$ cat config.mk
export PLATFORM = sky130hd
export DESIGN_NAME = mx12_seq_ctrl
export DESIGN_NICKNAME = d
export VERILOG_FILES = /design/src/rtl/mx12_seq_pkg.sv /design/src/rtl/mx12_irq_arb.sv /design/src/rtl/mx12_seq_ctrl.sv
export SDC_FILE = /design/constraint.sdc
export NUM_CORES = 1
export LEC_CHECK = 0
export BUFFER_PORTS_ARGS = -buffer_cell sky130_fd_sc_hd__buf_4
export CELL_PAD_IN_SITES_DETAIL_PLACEMENT = 1
export CELL_PAD_IN_SITES_GLOBAL_PLACEMENT = 2
export CORE_UTILIZATION = 29
export DETAILED_ROUTE_END_ITERATION = 7
export GPL_TIMING_DRIVEN = 0
export PLACE_DENSITY = 0.85
export SLEW_MARGIN = 20
export SYNTH_ARGS = -nofsm -noshare
export SYNTH_HDL_FRONTEND = slang
export SYNTH_SLANG_ARGS = --single-unit
export TNS_END_PERCENT = 30
$ cat constraint.sdc
create_clock -name clk -period 1.61 [get_ports clk]
set_input_delay 0.322 -clock clk [delete_from_list [all_inputs] [get_ports clk]]
set_output_delay 0.322 -clock clk [all_outputs]
set_load 0.05 [all_outputs]
$ cat src/rtl/mx12_seq_pkg.sv
// mx12_seq_pkg
//   Shared types and constants for the MX12 scalar-unit sequencer.
//   seq_state_t : sequencer phase encoding (3 bits)
//   VEC_*       : interrupt vector numbers presented on intr_vec
package mx12_seq_pkg;

   typedef enum logic [2:0] {
      RESET = 3'd0,
      FETCH = 3'd1,
      DEX   = 3'd2,
      DLS   = 3'd3,
      INTR  = 3'd4,
      HALT  = 3'd5
   } seq_state_t;

   localparam int VEC_NMI  = 0;
   localparam int VEC_BERR = 1;
   localparam int VEC_IRQ0 = 2;

endpackage

$ cat src/rtl/mx12_irq_arb.sv
// mx12_irq_arb
//   NMI edge capture plus the maskable-IRQ priority encoder.
//   Ports:
//     clk, rst_n    : core clock, asynchronous active-low reset
//     nmi           : raw NMI line, rising-edge sensitive
//     nmi_serviced  : high during the INTR cycle that services vector 0
//     irq, irq_mask : level requests and per-line enables
//     gie           : global interrupt enable
//     nmi_pend      : an NMI edge is waiting to be serviced
//     irq_take      : at least one enabled IRQ is requesting and gie is set
//     irq_vec       : vector of the lowest-index enabled request (2+k)
//     irq_sel       : one-hot select of that same request
module mx12_irq_arb
   import mx12_seq_pkg::*;
#(
   parameter int IRQ_LINES = 4,
   parameter int VEC_W     = $clog2(IRQ_LINES + 2)
) (
   input  logic                 clk,
   input  logic                 rst_n,
   input  logic                 nmi,
   input  logic                 nmi_serviced,
   input  logic [IRQ_LINES-1:0] irq,
   input  logic [IRQ_LINES-1:0] irq_mask,
   input  logic                 gie,
   output logic                 nmi_pend,
   output logic                 irq_take,
   output logic [VEC_W-1:0]     irq_vec,
   output logic [IRQ_LINES-1:0] irq_sel
);

   logic                 nmi_q, nmi_d;
   logic                 nmi_pend_q, nmi_pend_d;
   logic [IRQ_LINES-1:0] req;

   // A fresh edge arriving in the very cycle an NMI is serviced wins over
   // the clear, so back-to-back NMIs are never lost.
   always_comb begin
      nmi_d      = nmi;
      nmi_pend_d = (nmi_pend_q & ~nmi_serviced) | (nmi & ~nmi_q);
   end

   always_ff @(posedge clk or negedge rst_n) begin
      if (!rst_n) begin
         nmi_q      <= 1'b0;
         nmi_pend_q <= 1'b0;
      end else begin
         nmi_q      <= nmi_d;
         nmi_pend_q <= nmi_pend_d;
      end
   end

   assign nmi_pend = nmi_pend_q;

   // Scan from the top down so the lowest set index is the last writer.
   always_comb begin
      req      = irq & irq_mask;
      irq_take = gie & (|req);
      irq_vec  = '0;
      irq_sel  = '0;
      for (int k = IRQ_LINES - 1; k >= 0; k--) begin
         if (req[k]) begin
            irq_sel    = '0;
            irq_sel[k] = 1'b1;
            irq_vec    = VEC_W'(VEC_IRQ0 + k);
         end
      end
   end

endmodule

$ cat src/rtl/mx12_seq_ctrl.sv
// mx12_seq_ctrl
//   Core phase sequencer for the MX12 scalar unit: multi-byte fetch, decode,
//   load/store wait with watchdog, vectored interrupt entry and halt.
//   Ports:
//     clk, rst_n      : core clock, asynchronous active-low reset
//     ins_byte_valid  : fetch unit delivered one instruction byte
//     load/store/halt : decoder qualifiers, only looked at in DEX
//     ls_done         : LSU handshake completed
//     nmi             : non-maskable interrupt, rising-edge sensitive
//     irq, irq_mask   : level interrupt requests and their enables
//     gie             : global interrupt enable
//     fetch, dex, ls_active, intr, halted : one-hot phase strobes
//     ins_byte_idx    : byte currently being fetched
//     intr_vec        : vector latched on INTR entry (0 NMI, 1 bus err, 2+k IRQ k)
//     irq_ack         : one-hot acknowledge during an IRQ INTR cycle
//     bus_err         : watchdog timeout strobe on the final DLS cycle
module mx12_seq_ctrl
   import mx12_seq_pkg::*;
#(
   parameter int IRQ_LINES  = 4,
   parameter int INS_BYTES  = 2,
   parameter int LS_TIMEOUT = 255,
   parameter int VEC_W      = $clog2(IRQ_LINES + 2)
) (
   input  logic                         clk,
   input  logic                         rst_n,
   input  logic                         ins_byte_valid,
   input  logic                         load,
   input  logic                         store,
   input  logic                         halt,
   input  logic                         ls_done,
   input  logic                         nmi,
   input  logic [IRQ_LINES-1:0]         irq,
   input  logic [IRQ_LINES-1:0]         irq_mask,
   input  logic                         gie,
   output logic                         fetch,
   output logic [$clog2(INS_BYTES):0]   ins_byte_idx,
   output logic                         dex,
   output logic                         ls_active,
   output logic                         intr,
   output logic [VEC_W-1:0]             intr_vec,
   output logic [IRQ_LINES-1:0]         irq_ack,
   output logic                         bus_err,
   output logic                         halted
);

   localparam int CNT_W     = $clog2(INS_BYTES) + 1;
   localparam int WD_W      = (LS_TIMEOUT < 2) ? 1 : $clog2(LS_TIMEOUT);
   localparam int WD_LAST_I = (LS_TIMEOUT == 0) ? 0 : LS_TIMEOUT - 1;
   localparam logic             WD_EN    = (LS_TIMEOUT != 0);
   localparam logic [WD_W-1:0]  WD_LAST  = WD_W'(WD_LAST_I);
   localparam logic [CNT_W-1:0] CNT_LAST = CNT_W'(INS_BYTES - 1);

   seq_state_t           state_q, state_d;
   logic [CNT_W-1:0]     cnt_q, cnt_d;
   logic [WD_W-1:0]      wd_q, wd_d;
   logic [VEC_W-1:0]     vec_q, vec_d;
   logic [IRQ_LINES-1:0] ack_q, ack_d;

   logic                 nmi_pend;
   logic                 irq_take;
   logic                 nmi_serviced;
   logic [VEC_W-1:0]     irq_vec;
   logic [IRQ_LINES-1:0] irq_sel;

   logic                 int_req;
   logic [VEC_W-1:0]     int_vec;
   logic [IRQ_LINES-1:0] int_ack;
   logic                 enter;
   logic [VEC_W-1:0]     enter_vec;
   logic [IRQ_LINES-1:0] enter_ack;
   logic                 timeout;

   mx12_irq_arb #(
      .IRQ_LINES (IRQ_LINES),
      .VEC_W     (VEC_W)
   ) u_irq_arb (
      .clk          (clk),
      .rst_n        (rst_n),
      .nmi          (nmi),
      .nmi_serviced (nmi_serviced),
      .irq          (irq),
      .irq_mask     (irq_mask),
      .gie          (gie),
      .nmi_pend     (nmi_pend),
      .irq_take     (irq_take),
      .irq_vec      (irq_vec),
      .irq_sel      (irq_sel)
   );

   // Only an NMI INTR cycle retires the pending NMI.
   assign nmi_serviced = (state_q == INTR) && (vec_q == VEC_W'(VEC_NMI));

   // Interrupt choice shared by every decision point that does not involve
   // the watchdog: NMI first, otherwise the winning maskable line.
   always_comb begin
      int_req = nmi_pend | irq_take;
      int_vec = irq_vec;
      int_ack = irq_sel;
      if (nmi_pend) begin
         int_vec = VEC_W'(VEC_NMI);
         int_ack = '0;
      end
      timeout = WD_EN && (wd_q == WD_LAST);
   end

   always_comb begin
      state_d   = state_q;
      cnt_d     = cnt_q;
      wd_d      = wd_q;
      vec_d     = vec_q;
      ack_d     = '0;
      bus_err   = 1'b0;
      enter     = 1'b0;
      enter_vec = int_vec;
      enter_ack = int_ack;

      unique case (state_q)
         RESET: state_d = FETCH;

         // Interrupts only at an instruction boundary, i.e. before byte 0.
         FETCH: begin
            if ((cnt_q == '0) && int_req) begin
               enter = 1'b1;
            end else if (ins_byte_valid) begin
               if (cnt_q == CNT_LAST) begin
                  state_d = DEX;
                  cnt_d   = '0;
               end else begin
                  cnt_d = cnt_q + CNT_W'(1);
               end
            end
         end

         // A pending NMI pre-empts the memory access; maskable IRQs do not.
         DEX: begin
            if (nmi_pend) begin
               enter = 1'b1;
            end else if (load | store) begin
               state_d = DLS;
               wd_d    = '0;
            end else if (irq_take) begin
               enter = 1'b1;
            end else if (halt) begin
               state_d = HALT;
            end else begin
               state_d = FETCH;
            end
         end

         // The access always runs to completion or timeout; ls_done beats
         // a simultaneous timeout.
         DLS: begin
            if (ls_done) begin
               if (int_req) begin
                  enter = 1'b1;
               end else begin
                  state_d = FETCH;
               end
            end else if (timeout) begin
               enter     = 1'b1;
               enter_vec = VEC_W'(VEC_BERR);
               enter_ack = '0;
               bus_err   = 1'b1;
            end else if (WD_EN) begin
               wd_d = wd_q + WD_W'(1);
            end
         end

         INTR: state_d = FETCH;

         HALT: begin
            if (int_req) begin
               enter = 1'b1;
            end
         end

         default: state_d = RESET;
      endcase

      if (enter) begin
         state_d = INTR;
         vec_d   = enter_vec;
         ack_d   = enter_ack;
      end
   end

   always_ff @(posedge clk or negedge rst_n) begin
      if (!rst_n) begin
         state_q <= RESET;
         cnt_q   <= '0;
         wd_q    <= '0;
         vec_q   <= '0;
         ack_q   <= '0;
      end else begin
         state_q <= state_d;
         cnt_q   <= cnt_d;
         wd_q    <= wd_d;
         vec_q   <= vec_d;
         ack_q   <= ack_d;
      end
   end

   assign fetch        = (state_q == FETCH);
   assign dex          = (state_q == DEX);
   assign ls_active    = (state_q == DLS);
   assign intr         = (state_q == INTR);
   assign halted       = (state_q == HALT);
   assign ins_byte_idx = cnt_q;
   assign intr_vec     = vec_q;
   assign irq_ack      = ack_q;

endmodule

==> metrics.cfg <==
[timing]
rsz0062_at_grt=yes
maxSlewHeadroom_pct=78.3
final.setup.worst_slack_ns=-0.261
hold_violations=0
fin_setup_tns_ns=-2.06
max_freq_ghz=0.534
fin_skew_ns=0.0104
fin_crit_ns=1.87
setup_violations=22
post-route-period-util_pct=116
slew_violations=0
worstMarginPinSlew_ns=0.325

[global_route]
track_usage_pct=19.7
grt_pass1_vias=1296
grt_pass1_wl_microns=6460
grt_max_degree=23
grt_overflow=0
antenna_found_initial=0

[route]
drtIter0Drc=46
dr.pass1.iters=4
routed_wl_microns=4120
ant_nets=0
vias_per_cell=5.10
vias=1208
drc_errors=0
wire_per_inst_microns=17.4

[worst_setup_path]
crit_required_ns=1.29
critical_path_arrival_ns=1.55
end_kind=primary output
cp-start-kind=flop
path_max_fanout=3
crit_type=flop to primary output

[logic_synthesis]
yosys-top-cells-count=22 x dfrtp_1, 12 x nand2_1, 10 x nor2_1
synth.distinct_cells=49
synth_compound_area_share_pct=16.7
ys.warnings.count=0
ys_ff_latch=22
synth_fp_nets=140
async_flop_share_pct=100
ys_seq_area_share_pct=43.9
synth_simple_gate_area_share_pct=27.2
synth_top_area_share_pct=43.9
synth.area.top_cells=dfrtp_1 44%, nand2_1 3.6%, xor2_1 3.5%
yosysTopAreaCell=dfrtp_1
synth_adder_area_share_pct=1.99
synth-edff-count=0
syn_area_sq_mm=0.00125
yosysMostFrequentCell=dfrtp_1
synthXorXnorAreaFrac_pct=3.49
synth_top_family_by_area=simple AND/OR/NAND/NOR gates
synth_area_per_cell_sq_um=10.4
synth_mux_area_share_pct=3.69
synthCells=121
ys.flop_type=dfrtp_1

[pwr]
ir_worst_vdd_v=0.00106
power_mw=3.40
swShare_pct=42.2
p_per_area_mw_per_mm2=1650
seqPwrFrac_pct=23.7
leakage_nw=0.967
p_switching_mw=1.43
combPwrFrac_pct=60.5
clkPwrFrac_pct=15.8
p_int_mw=1.96

[clock_network]
clkLatencyLatePin_ns=0.27
clock_path_buffers=2
cts_made_buffers=3
htree_num_levels=1
clk_pin_slew_worst_paths_ns=0.09
root_buffer=clkbuf_8
clock_sinks=22
cts_tree=built

[floorplanning]
core-area_sq_mm=0.00409
die_area_sq_mm=0.00459
fp-row-count=23
die_w_microns=67.8
die_height_microns=67.8
io_pins=32
initial_core_util_pct=30.7

[finish]
nNetsFinal=207
drive_gt1_share_pct=54.0
antennaDiodeCount=0
area_growth_pct=64.3

[placement]
port_buffers=31
place.gp.congestion=0.793
dp_hpwl_microns=2410

[status]
violations=negative setup slack
status=finished with violations

[min_path]
hp-class=input pin to flop

[flow_run]
cap_violations=0

-- what timing repair did --
action,CTS,global route
resized for setup,27,15
buffers inserted,25,6
endpoints found under the setup margin,22,24
gates cloned,0,0
endpoints found under the hold margin,22,0
hold buffers,1,0
pin swaps,11,12
-- per-stage QoR --
step / util, % / worst slack (ns) / area, sq um / hold slack (ns) / instances
after floorplan: - / -0.434 / 1280 / 0.0264 / 121
after global placement: 38.6 / -0.463 / 1580 / 0.233 / 202
after detailed placement: 38.6 / -0.463 / 1580 / 0.238 / 202
after CTS: 48.0 / -0.233 / 1960 / 0.151 / 232
after global routing: 50.5 / -0.347 / 2060 / 0.151 / 237
final: 50.5 / -0.261 / 2060 / 0.160 / 237
-- layer usage --
| metal | vias up | track usage [%] | share of wire [%] | wire length [microns] |
|---|---|---|---|---|
| li1 | 570 | - | - | - |
| met1 | 604 | 24.0 | 41 | 1670 |
| met2 | 30 | 34.9 | 55 | 2260 |
| met3 | 4 | 3.89 | 3.3 | 135 |
| met4 | 0 | 5.47 | 1.1 | 46 |
| met5 | - | 0 | 0 | 0 |
-- cell usage in the layout (no fill, tap or decap), types with 2 or more instances in the layout --
| cell type | n |
|---|---|
| a21oi_1 | 2 |
| a21oi_4 | 2 |
| a31oi_1 | 2 |
| and3_1 | 2 |
| buf_4 | 47 |
| buf_6 | 13 |
| buf_8 | 2 |
| clkbuf_8 | 3 |
| dfrtp_1 | 18 |
| dfrtp_2 | 4 |
| inv_1 | 4 |
| mux2_4 | 2 |
| mux2i_1 | 2 |
| nand2_1 | 11 |
| nand2_2 | 3 |
| nand4_1 | 6 |
| nor2_1 | 9 |
| nor3_1 | 2 |
| nor3b_4 | 3 |
| nor4_4 | 2 |
| o21ai_0 | 2 |
| o21ai_1 | 2 |
| o31a_1 | 2 |
| or3_1 | 2 |
| xor2_1 | 5 |
-- layout make-up --
type                            instances  area (sq um)
Timing Repair Buffer                   62           528
Inverter                                7          31.3
Multi-Input combinational cell         90           798
Clock inverter                          1          30.0
Fill cell                             454          2020
Buffer                                  2          15.0
Sequential cell                        22           556
Clock buffer                            3          41.3
Tap cell                               50          62.6
-- worst paths after layout --
check                                           to  cells after the start  slack, ns            start
worst max-delay path                       bus_err                      5      -0.26          wd_q[0]
worst min-delay path               u_irq_arb.nmi_q                      1       0.16              nmi
worst max register to register         intr_vec[1]                      7      -0.20       state_q[0]
worst min register to register  u_irq_arb.nmi_pend                      1       0.45  u_irq_arb.nmi_q
max in group asynchronous                  wd_q[1]                      2       0.87            rst_n
min in group asynchronous               irq_ack[1]                      2       0.47            rst_n
-- power by group through the flow --
stage / logic (mW) / clock network (mW) / registers, mW
floorplan: 0.843 / 0 / 0.975
global placement: 1.34 / 0 / 0.816
detailed placement: 1.37 / 0 / 0.825
CTS: 1.84 / 0.559 / 0.793
global route: 2.17 / 0.577 / 0.822
finish: 2.06 / 0.535 / 0.806
-- state kept, by name (all words and copies together), names as in the netlist --
signal,flops
ins_byte_idx,2
state_q,3
u_irq_arb.nmi_pend,1
irq_ack,4
wd_q,8
u_irq_arb.nmi_q,1
intr_vec,3
-- critical path, stage by stage, from the launching register on --
cell and delay (ns):
dfrtp_1 0.41, inv_2 0.10, ha_4 0.14, nand3_4 0.08, nor4_4 0.35, buf_6 0.21
-- logic make-up after synthesis --
family	count (synthesis)
simple gates	56
compound gates	23
flops	22
buf+inv	9
xor+xnor	5
mux	4
fa+ha+maj	2
(Power assumes the default switching activity.)
